**config.mk**
```make
export PLATFORM = sky130hd
export DESIGN_NAME = mem_arbiter
export DESIGN_NICKNAME = d
export VERILOG_FILES = /design/src/rtl/riscv_pkg.sv /design/src/rtl/resp_tracker.sv /design/src/rtl/mem_arbiter.sv
export SDC_FILE = /design/constraint.sdc
export NUM_CORES = 1
export LEC_CHECK = 0
export CORE_AREA = 4 4 104 106
export CTS_CLUSTER_DIAMETER = 80
export CTS_CLUSTER_SIZE = 8
export DETAILED_ROUTE_END_ITERATION = 8
export DIE_AREA = 0 0 108 110
export GPL_TIMING_DRIVEN = 0
export HOLD_SLACK_MARGIN = 0.08
export PLACE_DENSITY = 0.73
export SLEW_MARGIN = 20
export SYNTH_ARGS = -nofsm -noshare
export SYNTH_HDL_FRONTEND = slang
export SYNTH_SLANG_ARGS = --single-unit
```
**constraint.sdc**
```tcl
create_clock -name clk_i -period 2.4 [get_ports clk_i]
set_input_delay 0.48 -clock clk_i [delete_from_list [all_inputs] [get_ports clk_i]]
set_output_delay 0.48 -clock clk_i [all_outputs]
set_load 0.03 [all_outputs]
```
**src/rtl/riscv_pkg.sv**
```systemverilog
// Shared types for the core's memory-side blocks.
// Holds the response owner tag and one tracker entry.
package riscv_pkg;

  typedef enum logic {
    OWNER_IF = 1'b0,
    OWNER_D  = 1'b1
  } owner_t;

  typedef struct packed {
    logic   valid;
    owner_t owner;
  } resp_ent_t;

  localparam int STREAK_W = 4;

endpackage

```
**src/rtl/resp_tracker.sv**
```systemverilog
// Shift register of in-flight reads; routes the tail to its owner.
// Ports: clk/rst, ins_valid/ins_owner (head load), kill, if_rvalid/d_rvalid.
module resp_tracker
  import riscv_pkg::*;
#(
  parameter int LATENCY = 1
) (
  input  logic   clk,
  input  logic   rst,
  input  logic   ins_valid,
  input  owner_t ins_owner,
  input  logic   kill,
  output logic   if_rvalid,
  output logic   d_rvalid
);

  resp_ent_t [LATENCY-1:0] ent_q;
  resp_ent_t [LATENCY-1:0] ent_d;
  resp_ent_t               tail;

  always_comb begin
    ent_d          = ent_q;
    ent_d[0].valid = ins_valid;
    ent_d[0].owner = ins_owner;
    for (int i = 1; i < LATENCY; i++) begin
      ent_d[i] = ent_q[i-1];
    end
    // A redirect also drops the fetch entering the head this cycle.
    for (int i = 0; i < LATENCY; i++) begin
      if (kill && ent_d[i].owner == OWNER_IF) begin
        ent_d[i].valid = 1'b0;
      end
    end
  end

  always_ff @(posedge clk or posedge rst) begin
    if (rst) begin
      ent_q <= '0;
    end else begin
      ent_q <= ent_d;
    end
  end

  assign tail = ent_q[LATENCY-1];

  // Kill masks the tail combinationally so no stale fetch data escapes.
  assign if_rvalid = tail.valid &
                     (tail.owner == OWNER_IF) & ~kill;
  assign d_rvalid  = tail.valid &
                     (tail.owner == OWNER_D);

endmodule

```
**src/rtl/mem_arbiter.sv**
```systemverilog
// Arbitrates imem/dmem onto one fixed-latency memory port.
// Ports: if_* fetch side, d_* data side, mem_* memory side.
module mem_arbiter
  import riscv_pkg::*;
#(
  parameter int ADDR_W       = 32,
  parameter int DATA_W       = 32,
  parameter int LATENCY      = 1,
  parameter int MAX_D_STREAK = 4
) (
  input  logic                clk_i,
  input  logic                rst_i,
  input  logic                if_req_i,
  input  logic [ADDR_W-1:0]   if_addr_i,
  input  logic                if_kill_i,
  output logic                if_gnt_o,
  output logic                if_rvalid_o,
  output logic [DATA_W-1:0]   if_rdata_o,
  input  logic                d_req_i,
  input  logic                d_we_i,
  input  logic [DATA_W/8-1:0] d_be_i,
  input  logic [ADDR_W-1:0]   d_addr_i,
  input  logic [DATA_W-1:0]   d_wdata_i,
  output logic                d_gnt_o,
  output logic                d_rvalid_o,
  output logic [DATA_W-1:0]   d_rdata_o,
  output logic                mem_req_o,
  output logic                mem_we_o,
  output logic [DATA_W/8-1:0] mem_be_o,
  output logic [ADDR_W-1:0]   mem_addr_o,
  output logic [DATA_W-1:0]   mem_wdata_o,
  input  logic [DATA_W-1:0]   mem_rdata_i
);

  localparam logic [STREAK_W-1:0] MAX_S =
    STREAK_W'(MAX_D_STREAK);

  logic [STREAK_W-1:0] streak_q;
  logic [STREAK_W-1:0] streak_d;
  logic                fetch_turn;
  logic                ins_valid;
  owner_t              ins_owner;

  assign fetch_turn = (streak_q == MAX_S);

  // Data wins unless fetch has waited through a full streak.
  assign d_gnt_o  = ~rst_i & d_req_i &
                    ~(if_req_i & fetch_turn);
  assign if_gnt_o = ~rst_i & if_req_i &
                    (~d_req_i | fetch_turn);

  assign mem_req_o = if_gnt_o | d_gnt_o;

  always_comb begin
    mem_we_o    = 1'b0;
    mem_be_o    = '0;
    mem_addr_o  = '0;
    mem_wdata_o = '0;
    if (d_gnt_o) begin
      mem_we_o    = d_we_i;
      mem_be_o    = d_be_i;
      mem_addr_o  = d_addr_i;
      mem_wdata_o = d_wdata_i;
    end else if (if_gnt_o) begin
      mem_be_o    = '1;
      mem_addr_o  = if_addr_i;
    end
  end

  // Streak only counts data grants that made a fetch wait.
  always_comb begin
    streak_d = streak_q;
    if (!if_req_i || if_gnt_o) begin
      streak_d = '0;
    end else if (d_gnt_o && streak_q != MAX_S) begin
      streak_d = streak_q + 1'b1;
    end
  end

  always_ff @(posedge clk_i or posedge rst_i) begin
    if (rst_i) begin
      streak_q <= '0;
    end else begin
      streak_q <= streak_d;
    end
  end

  assign ins_valid = if_gnt_o | (d_gnt_o & ~d_we_i);
  assign ins_owner = if_gnt_o ? OWNER_IF : OWNER_D;

  resp_tracker #(
    .LATENCY (LATENCY)
  ) u_trk (
    .clk       (clk_i),
    .rst       (rst_i),
    .ins_valid (ins_valid),
    .ins_owner (ins_owner),
    .kill      (if_kill_i),
    .if_rvalid (if_rvalid_o),
    .d_rvalid  (d_rvalid_o)
  );

  assign if_rdata_o = mem_rdata_i;
  assign d_rdata_o  = mem_rdata_i;

endmodule

```
# Word-level counts from Yosys, hierarchy flattened
# Index checks and enable logic that the tools add are counted.
[op_classes]
add_sub_neg = 1
mul = 0
div = 0
n_lt_le_gt_ge = 0
eq_ne = 2
shift = 0
muxes = 10
bitwise = 18
reduce_logical = 5
[ops]
columns = ["op", "n"]
rows = [
  ["$mux 32", 3],
  ["$mux 4", 4],
  ["$and 1x1->1", 9],
  ["$not 1->1", 6],
  ["$add 4x1->4 const B", 1],
  ["$eq 4x3->1 const B", 1],
  ["$ne 4x3->1 const B", 1],
  ["$mux 1", 3],
  ["$or 1x1->1", 3],
  ["$logic_and 1x1->1", 2],
  ["$reduce_bool 2->1", 1],
  ["$logic_not 1->1", 1],
  ["$logic_or 1x1->1", 1],
]
[totals]
regBits = 6
latch_bits = 0
ramBits = 0
rom_bits = 0
output_inout_bits = 138
word_cells = 39
mem_count = 0

# Logic depth before layout (Yosys ltp)
# Gate-level depths: netlist of the first run.
[depth]
ltp_word = 7
mapped_depth = 8
mapped_depth_nobuf = 5

# By module
# Synthesis of the first run repeated with hierarchy kept, for this count alone.
[hier_totals]
cells_unflattened = 189
area_unflattened_um2 = 1475.2
[modules_own_cells]
columns = ["module", "n_inst", "cells_per_inst", "area_per_inst_um2", "seq_area_each_um2"]
rows = [
  ["mem_arbiter", 1, 182, 1390.1, 100.1],
  ["resp_tracker", 1, 7, 85.1, 50.0],
]

# Worst setup path after synthesis of the first run
# OpenSTA, ideal clock, no wires.
[synth_timing]
path_kind = "register to output"
startpoint = "register streak_q[0]"
endpoint = "output mem_addr_o[17]"
arrival_ns = 1.579
setup_slack_ns = 0.341
stages_incl_launch_ff = 8
n_path_buf = 2
cell_sequence = "dfrtp_1 inv_1 ha_1 nand3b_4 a21boi_2 buf_2 buf_4 a22o_1"
[synth_via]
elab_chain_cells = 5
word_cells_on_any_way = 8
[synth_rtl]
columns = ["item", "line", "rtl"]
rows = [
  ["start, declared", "mem_arbiter.sv:38", "logic [STREAK_W-1:0] streak_q;"],
  ["start signal, assigned", "mem_arbiter.sv:84", "streak_q <= streak_d;"],
  ["$eq 4x3->1 (*)", "mem_arbiter.sv:44", "assign fetch_turn = (streak_q == MAX_S);"],
  ["$or 1x1->1 / $and 1x1->1 (equally long branches)", "mem_arbiter.sv:50, mem_arbiter.sv:48", ""],
  ["$and 1x1->1 / $not 1->1 (equally long branches)", "mem_arbiter.sv:49, mem_arbiter.sv:48", ""],
  ["$mux 32 / $and 1x1->1 (equally long branches)", "mem_arbiter.sv:64, mem_arbiter.sv:47", ""],
  ["$mux 32 (*)", "mem_arbiter.sv:59", "if (d_gnt_o) begin"],
  ["end, declared", "mem_arbiter.sv:30", "output logic [ADDR_W-1:0] mem_addr_o,"],
]
# Mark *: on every way between the ends. The rest lies on a longest branch, timed or not.

# Final worst setup path of the first run
[layout_timing]
startpoint = "input if_kill_i"
endpoint = "output if_rvalid_o"
[layout_via]
elab_chain_cells = 2
[layout_rtl]
columns = ["item", "line", "rtl"]
rows = [
  ["start, declared", "mem_arbiter.sv:15", "input logic if_kill_i,"],
  ["$not 1->1", "resp_tracker.sv:48", "(tail.owner == OWNER_IF) & ~kill;"],
  ["$and 1x1->1", "resp_tracker.sv:48", ""],
  ["end, declared", "mem_arbiter.sv:17", "output logic if_rvalid_o,"],
]
# Every way passes these cells.

==> results.md, run 1 <==
* Status: finished, final reports clean
* Clock sinks at 6
* Max-Cap Viols at 0
* DR WL/cell at 14.8 um
* Tmin final at 2.31 ns
* HPWL after detailed placement at 7390 um
* Vias in the first global route at 2433
* Grt met2 use at 24.3%
* Measured slew at the worst slew-check pin at 0.330 ns
* XOR/XNOR Fraction of Synth Area at 0%
* Final Wtd Congestion at 0.829
* Diodes inserted at 0
* Syn Inst Count at 185
* Mapped Area at 0.00145 mm^2
* CTS tree: done
* Synth Register Bits at 6
* Final setup TNS at 0 ns
* Initial antenna violation count at 0
* CP required at 1.92 ns
* Slew HR at 77.9%
* Final net count at 576
* Clk Latency, worst-skew pair at 0.22 ns
* Largest family of logic cells by synthesized area: buffers and inverters
* Worst-path clk slew at 0.04 ns
* Post-synthesis compound-gate area fraction at 25.5%
* Floorplan Core Area at 0.00977 mm^2
* Simple-gate area share of the yosys netlist at 21.9%
* Layout area overhead at 174%
* Crit path arrival time at 1.83 ns
* RSZ-0062 raised after global routing: false
* Die Width at 108 um
* Yosys top cell area share at 33.6%
* Pre-Repair DR Iteration Count at 4
* Global-route wire length before repair at 11800 um
* Post-synth top area cell: buf_4
* Remaining DRCs at 0
* Via count at 2194
* Final instance area at 0.00397 mm^2
* Final ANT Viol Nets at 0
* Share of cells above drive strength 1 at 36.9%
* Count of final hold-check violations at 0
* Routed WL at 8360 um
* Die height at 110 um
* Final Util at 40.6%
* Largest net degree at the start of global routing at 11
* Ys Warns at 0
* Kind of critical path: in -> out
* CTS buffer count at 3
* Rows at 36
* Maximum clock frequency at 0.434 GHz
* Top post-synthesis cells by area: buf_4 (34%), a22o_1 (20%), and2_1 (15%), dfrtp_1 (10%), buf_2 (2.4%)
* Final setup margin at 0.0944 ns
* CP Launch Type: primary input
* GRT overflow at 0
* Clk_skew at 0.00177 ns
* Max clock buf depth at 2
* Max VDD drop at 0.000156 V
* I/O Buffers at 243
* Power density over the cells at 273 mW/mm^2
* Starting density of the core at 14.8%
* Number of DRC markers in iteration 0 at 49
* GR peak layer: met2
* Placed inst area at 0.00405 mm^2
* Met1 usage at 12.5%
* Final Max Slew Viols at 0
* Die Area at 0.0119 mm^2
* Synth Area in Adders at 1.73%
* Post-synthesis mux area share at 0%
* H-tree depth at 1
* Syn nets at 325
* Hold-fix buffers, CTS at 0
* Avg Cell Area, Syn at 7.84 um^2
* Top Ports at 276
* Vias/cell at 3.87
* Part of the cycle the worst path needs at 96.1%
* Most frequent cells in the layout: clkdlybuf4s50_1 (168), buf_4 (91), buf_2 (36), and2_1 (34), a22o_1 (33)
* Final setup violation count at 0
* DP Worst Slack at -0.919 ns
* GRT Resource Usage Total at 12.3%
* Worst Setup End Kind: primary output
* Sequential share of the synthesized area at 10.4%
* Leakage Power at 1.87 nW
* Root buffer cell: clkbuf_8
* Worst min-delay path class: in -> async
* Met3 usage in global routing at 4.43%
* Number of distinct library cells after synthesis at 26
* Worst-path fanout max at 2
* Commonest non-fill, non-tap cell in the layout: clkdlybuf4s50_1
* Pwr Total at 1.08 mW
## cells in the mapped netlist
master and number:
nand4_1 1, nor3b_1 1, dfrtp_1 6, a22o_1 33
or4_1 1, nand3_1 2, o21ba_1 1, inv_1 7
a21oi_1 3, a21o_1 4, and2_1 34, ha_1 2
nand2b_1 1, nor2_1 2, nand2_1 4, buf_4 65
clkbuf_1 1, nand4b_1 1, nor2b_1 1, a21boi_2 1
buf_2 7, nand3b_4 1, buf_6 3, nor4bb_1 1
a31oi_1 1, o32ai_1 1
## state kept, by name (all words and copies together) (netlist names)
name,flops
u_trk.ent_q,2
streak_q,4
## final cells by class
| cell class | count | area [um^2] |
|---|---|---|
| well taps | 133 | 166 |
| inverters | 7 | 26.3 |
| flip-flops and latches | 6 | 150 |
| clock buffers | 3 | 41.3 |
| repair buffers | 247 | 2240 |
| multi-input cells | 96 | 747 |
| fillers | 1014 | 5810 |
| plain buffers | 75 | 593 |
## final timing paths
kind	startpoint	end	slack, ns	cells after the start
min in group clk_i	streak_q[0]$_DFFE_PP0P_	streak_q[0]$_DFFE_PP0P_	0.59	3
worst min-delay path	rst_i	streak_q[0]$_DFFE_PP0P_	0.28	2
worst max register to register	streak_q[0]$_DFFE_PP0P_	u_trk.ent_q[1]$_DFF_PP0_	0.92	6
max in group asynchronous	rst_i	streak_q[3]$_DFFE_PP0P_	1.91	2
worst min register to register	streak_q[0]$_DFFE_PP0P_	streak_q[0]$_DFFE_PP0P_	0.59	3
worst max-delay path	if_kill_i	if_rvalid_o	0.09	3
## stage by stage
| step | hold slack [ns] | std cells |
|---|---|---|
| after floorplan | 0.288 | 185 |
| after CTS | 0.399 | 566 |
| final | 0.275 | 567 |
| after global routing | 0.303 | 567 |
| after global placement | 0.562 | 561 |
| after detailed placement | 0.569 | 561 |
## cell families (layout without fill, tap and decap cells)
group / after synthesis / count (layout)
AO/OA/AOI/OAI: 44 / 44
adder cells (fa/ha/maj): 2 / 2
buffers and inverters: 83 / 332
flip-flops: 6 / 6
AND/OR/NAND/NOR: 50 / 50
## per-layer routing
metal  wire [um]  part of all wire, %  vias to the layer above
met4         129                  1.5                        0
met3         962                   12                       12
met2        4690                   56                      137
met1        2580                   31                      974
li1            -                    -                     1071
met5           0                    0                        -
## what timing repair did
| action | CTS | global route |
|---|---|---|
| setup endpoints to repair | 72 | 63 |
| endpoints found under the hold margin | 0 | 0 |
| gates resized for setup | 377 | 14 |
| buffers inserted | 3 | 1 |
| pin swaps | 2 | 1 |
## power by group
| part | internal, mW | switching, mW |
|---|---|---|
| logic | 0.435 | 0.393 |
| registers | 0.105 | 0.00175 |
| clock network | 0.108 | 0.0417 |
| total | 0.647 | 0.436 |
## critical path: stages
cell and delay (ns):
clkdlybuf4s50_1 0.44, nor3b_1 0.19, clkdlybuf4s50_1 0.71
(Power assumes the default switching activity.)
==> run 2: changes to the inputs <==
--- a/config.mk
+++ b/config.mk
@@ -6,6 +6,7 @@
 export NUM_CORES = 1
 export LEC_CHECK = 0
 export CORE_AREA = 4 4 104 106
+export CTS_BUF_LIST = sky130_fd_sc_hd__clkbuf_4 sky130_fd_sc_hd__clkbuf_8
 export CTS_CLUSTER_DIAMETER = 80
 export CTS_CLUSTER_SIZE = 8
 export DETAILED_ROUTE_END_ITERATION = 8
==> results of run 2 <==
The final DEF is identical to that of run 1; final timing and power are the same.
==> RTL edit 1: new RTL, config.mk and constraints of run 1 <==
The package constant `STREAK_W` goes from 4 to 5.
--- a/src/rtl/riscv_pkg.sv
+++ b/src/rtl/riscv_pkg.sv
@@ -12,7 +12,7 @@
     owner_t owner;
   } resp_ent_t;
 
-  localparam int STREAK_W = 4;
+  localparam int STREAK_W = 5;
 
 endpackage
 
Formal check against the unedited RTL: no difference found for any inputs over 10 cycles, from zero or initial values and one cycle with rst_i high; that may be too few to reach the edited logic, so the function may still have changed.
==> RTL edit 1 against run 1 <==
- routed wire length is 38% higher
- largest cell class unchanged
- combinational power grew 14%
- worst hold slack gained 0.13 ns
- clock skew barely moved
- count of clock-buffer cells in the layout grew 1
- final area is 26% higher
- critical endpoint is now mem_addr_o[9]
- area after synthesis rose by 57%
- power increased by 14%
- synthesized cell count rose by 52%
- sequential cell count increased by 1
- highest routed layer unchanged
- clock power up 15%
- die area stayed put
- setup slack worse by 0.075 ns
- sequential share of layout area shrank 0.22 points
==> RTL edit 1: results (changes against run 1) <==
Status
  • Run status: finished clean

Finish
  • Multi-input gates: 175 (+82%)
  • Fillcell total: 942 (-7.1%)
  • Nets: 673 (+17%)
  • Clock-cell share: 0.9034% (-0.14 points)
  • Non-clk bufs: 342 (+6.2%)
  • Reg area: 177.7 sq um (+18%)
  • Multi-input combinational area share: 28.93% (+10 points)
  • Share of layout cells above drive strength 1: 43.42% (+6.6 points)
  • Signal buffers share of area: 62.96% (-8.5 points)
  • Clock buffer count: 4 (+1)
  • Largest regs: streak_q (5), u_trk.ent_q (2)
  • Non-CTS inverters: 4 (-3)

Worst setup path
  • Crit end category: output port
  • R2r endpoint: streak_q[0]
  • CP max stage delay: 0.40 ns (-0.31 ns)
  • CP Launch Point: streak_q[0]
  • Critical Path AT: 1.90 ns (+0.07 ns)
  • Worst reg-to-reg path cell count: 7 (+1)
  • Slowest stage cell on the critical path: dfrtp_1
  • Reg2Reg Setup Slack: 0.72 ns (-0.20 ns)
  • Worst Setup EP: mem_addr_o[9]
  • Worst Path Max Fanout: 10 (+8)

Global routing
  • Largest net degree at the start of global routing: 12 (+1)
  • Total Routing Usage GR: 17.74% (+5.5 points)
  • First-pass GRT wire length: 16.69 mm (+42%)
  • Number of global-route vias before repair: 3,233 (+33%)

Placed design
  • Pre-CTS WS: -0.7336 ns (+0.1851 ns)
  • RD Place Congestion: 0.7478 (-9.8%)
  • Detail Placement HPWL: 9.554 mm (+29%)
  • IO buf count: 241 (-0.82%)

Logic synthesis
  • Synth Area in Compound Gates: 44.10% (+19 points)
  • Synthesized-area fraction occupied by adder cells: 1.103% (-0.62 points)
  • Main combinational cell family by area after synthesis: compound AO/OA/AOI/OAI gates
  • Mux cell area share after synthesis: 0% (unchanged)
  • Post-synth top cells: buf_4, o211ai_1, and2_1, a21oi_2, o211ai_2
  • Net count after synthesis: 421 (+30%)
  • Synth area leaders: buf_4, o211ai_2, o211ai_1, a21oi_2, and2_1
  • Distinct cell type count after synthesis: 34 (+31%)
  • Register area share after synthesis: 7.718% (-2.6 points)

STA
  • Fin. Hold Viols: 0 (unchanged)
  • Clk_skew: 0.001442 ns (-0.0003252 ns)
  • Setup ws final: 0.01906 ns (-0.07534 ns)
  • Slew headroom: 50.72% (-27 points)

Pwr
  • Peak VDD IR: 0.0001925 V (+23%)
  • Lkg Pwr: 0.002024 uW (+8.2%)

Clock tree
  • CTS Sinks: 7 (+1)

Routing
  • Via count: 3,067 (+40%)
  • WL final: 11.53 mm (+38%)
  • Drt pass-1 iters: 4 (unchanged)
  • Initial DRC count: 91 (+86%)

Worst hold path
  • Hold crit path type: input pin to asynchronous set/reset pin
==> RTL edit 1: cell types whose count changed after synthesis, sizes merged, moves of 3 or more <==
cell | run 1 | this run
inv | 7 | 4
a22o | 33 | 0
clkbuf | 1 | 11
a21o | 4 | 0
o21ai | 0 | 5
o211ai | 0 | 64
nand2 | 4 | 7
a21oi | 3 | 38
buf | 75 | 84
==> RTL edit 1: timing repair <==
action / 4_1_cts / 5_1_grt
cloned: 2 / 0
endpoints found under the setup margin: 72 / 58
resized for setup: 356 / 43
pin swaps: 4 / 15
buffers inserted: 4 / 1
==> RTL edit 1: stage by stage <==
stage	std cells	hold WS [ns]	TNS (ns)	area (sq um)	power [uW]
final	665	0.4045	0	4986	1234
after global routing	665	0.4595	-1.851	4986	1291
after CTS	665	0.4007	0	4872	1223
after detailed placement	655	0.5641	-40.60	4848	1066
after global placement	655	0.5506	-41.35	4848	1055
after floorplan	281	0.5112	0	2270	620.5
==> RTL edit 1: worst min-delay path by stage <==
| stage | from | endpoint | slack (ns) | depth (start not counted) |
|---|---|---|---|---|
| finish | rst_i | streak_q[0] | 0.40 | 2 |
| global route | rst_i | streak_q[0] | 0.46 | 2 |
| CTS | rst_i | streak_q[0] | 0.40 | 2 |
| detailed placement | streak_q[1] | streak_q[1] | 0.56 | 2 |
| global placement | streak_q[1] | streak_q[1] | 0.55 | 2 |
| floorplan | rst_i | streak_q[0] | 0.51 | 2 |
==> RTL edit 1: power by group <==
group / total (uW) / internal [uW] / leakage (uW) / switching (uW)
clock: 171 / 115 / 0.0000228 / 56.0
combinational: 939 / 471 / 0.00191 / 468
sequential: 123 / 121 / 0.0000886 / 1.79
==> RTL edit 1: metal layers <==
metal	global-route usage, %	wire length, microns
met5	0	0
met1	18.29	3850
met4	6.853	337
met3	4.718	1086
met2	34.10	6256
==> RTL edit 2: new RTL, flow settings as in run 1 <==
Made on the original files. Make the reset (`rst` and `rst_i`) synchronous in 2 clocked blocks.
--- a/src/rtl/resp_tracker.sv
+++ b/src/rtl/resp_tracker.sv
@@ -33,7 +33,7 @@
     end
   end
 
-  always_ff @(posedge clk or posedge rst) begin
+  always_ff @(posedge clk) begin
     if (rst) begin
       ent_q <= '0;
     end else begin
--- a/src/rtl/mem_arbiter.sv
+++ b/src/rtl/mem_arbiter.sv
@@ -77,7 +77,7 @@
     end
   end
 
-  always_ff @(posedge clk_i or posedge rst_i) begin
+  always_ff @(posedge clk_i) begin
     if (rst_i) begin
       streak_q <= '0;
     end else begin
Behaviour: differs if rst_i is asserted again (counterexample within 4 cycles, from zero or initial values and one cycle with rst_i high); with rst_i held inactive, the same outputs for 10 cycles.
==> RTL edit 2 against run 1 <==
- setup slack lost 0.054 ns
- global-route usage grew 0.72 points
- sequential cell count is the same
- first-iteration DRC count grew 78%
- clock skew is essentially flat
- routed wire length grew 8.8%
- final area grew 3.3%
- area after synthesis shrank 4.7%
- power grew 2.6%
- critical path type is now flop to output port
- largest cell class unchanged
- highest routed layer unchanged
==> RTL edit 2: results (changes against run 1) <==
Status
  • Run status: finished clean

Clock tree
  • Clk slew on worst S/H paths: 0.03 ns

STA
  • WHS: 0.5267 ns (+0.2515 ns)
  • Clk_skew: 0.001619 ns (-0.0001475 ns)
  • Worst Tran Pin Value: 0.3744 ns (+0.04441 ns)

Logic synthesis
  • Mux cell area share after synthesis: 0.7246% (+0.72 points)
  • Synthesized-area fraction occupied by adder cells: 1.812% (+0.086 points)
  • Post-synth top cells: buf_4, and2_1, a22o_1, nor2_1, dfxtp_1
  • Distinct cell type count after synthesis: 23 (-12%)
  • Synth Area in Compound Gates: 23.82% (-1.7 points)
  • Synth area leaders: buf_4, a22o_1, and2_1, dfxtp_1, nor2_1
  • Xor and xnor fraction of the mapped netlist area: 0.6341% (+0.63 points)
  • Most used flip-flop cell after synthesis: dfxtp_1
  • Syn Area/Cell: 7.548 sq um (-3.7%)
  • Net count after synthesis: 323 (-0.62%)
  • Post-synth ARST share: 0% (-100 points)
  • Register area share after synthesis: 8.696% (-1.7 points)

Placed design
  • RD Place Congestion: 0.7165 (-14%)
  • Detail Placement HPWL: 7.989 mm (+8.1%)
  • IO buf count: 242 (-0.41%)
  • Placed cell area: 3970 sq um (-1.9%)
  • Inst Count DP: 558 (-0.53%)
  • Pre-CTS WS: -1.023 ns (-0.1040 ns)

Global routing
  • Number of global-route vias before repair: 2,388 (-1.8%)
  • Grt met3 use: 4.950% (+0.52 points)
  • GR Util met1: 11.75% (-0.75 points)
  • First-pass GRT wire length: 12.20 mm (+3.5%)
  • Global-route met2 utilization: 27.44% (+3.1 points)
  • Largest net degree at the start of global routing: 11 (unchanged)
  • Total Routing Usage GR: 13.00% (+0.72 points)

Worst setup path
  • Reg2Reg Setup Slack: 0.79 ns (-0.13 ns)
  • Reg2reg start: streak_q[0]
  • CP delay by family, top: buffers and inverters
  • Worst Path Max Fanout: 6 (+4)
  • R2r endpoint: u_trk.ent_q[1]
  • Worst reg-to-reg path cell count: 7 (+1)
  • Slowest stage cell on the critical path: dfxtp_2
  • CP max stage delay: 0.32 ns (-0.39 ns)

Worst hold path
  • Hold crit path type: flop to flop

Routing
  • Via count: 2,208 (+0.64%)
  • Top sig layer: met4
  • Wire length on met1: 2.699 mm (+4.6%)
  • Initial DRC count: 87 (+78%)
  • Drt pass-1 iters: 4 (unchanged)
  • Routed WL per cell: 15.96 microns (+8.2%)
  • WL met2: 5.062 mm (+7.9%)
  • DR WL met3: 1.275 mm (+33%)

Pwr
  • Power share of the clock group: 13.5% (-0.3 points)
  • Net load switching power: 439.1 uW (+0.69%)
  • Reg power frac: 9.4% (-0.4 points)
  • Flip-flop and latch power: 105 uW
  • Lkg Pwr: 0.001899 uW (+1.5%)
  • Peak VDD IR: 0.0001127 V (-28%)

Finish
  • Share of layout cells above drive strength 1: 41.88% (+5.0 points)
  • Layout Cells excl Fill: 570 (+0.53%)
  • Antenna Cells: 0 (unchanged)
  • Nets: 579 (+0.52%)
  • Fillcell total: 982 (-3.2%)
-- RTL edit 2: worst max path at each step --
stage	from	endpoint	slack (ns)	depth (start not counted)
after detailed placement	if_req_i	mem_wdata_o[4]	-1.02	7
final	streak_q[1]	mem_addr_o[5]	0.04	8
after floorplan	streak_q[0]	mem_wdata_o[0]	0.27	7
after global placement	if_req_i	mem_wdata_o[11]	-1.08	7
after CTS	streak_q[1]	mem_addr_o[2]	0.02	8
after global routing	streak_q[1]	mem_addr_o[12]	-0.04	8
-- RTL edit 2: layout make-up --
class                      count  area [sq um]  share of cell area (%)
clock buffer                   3         41.29                   1.008
inverter                       5         18.77                  0.4580
timing repair buffer         252          2424                   59.14
tap                          133         166.4                   4.061
buffer                        75         571.8                   13.95
sequential                     6         122.6                   2.992
multi-input combinational     96         753.2                   18.38
-- RTL edit 2: repair_timing --
item                       CTS  global route
setup endpoints to repair   71            67
buffers inserted             6             2
hold buffers                 0             0
pin swaps                    3            10
resized for setup          406            49
cloned                       1             2
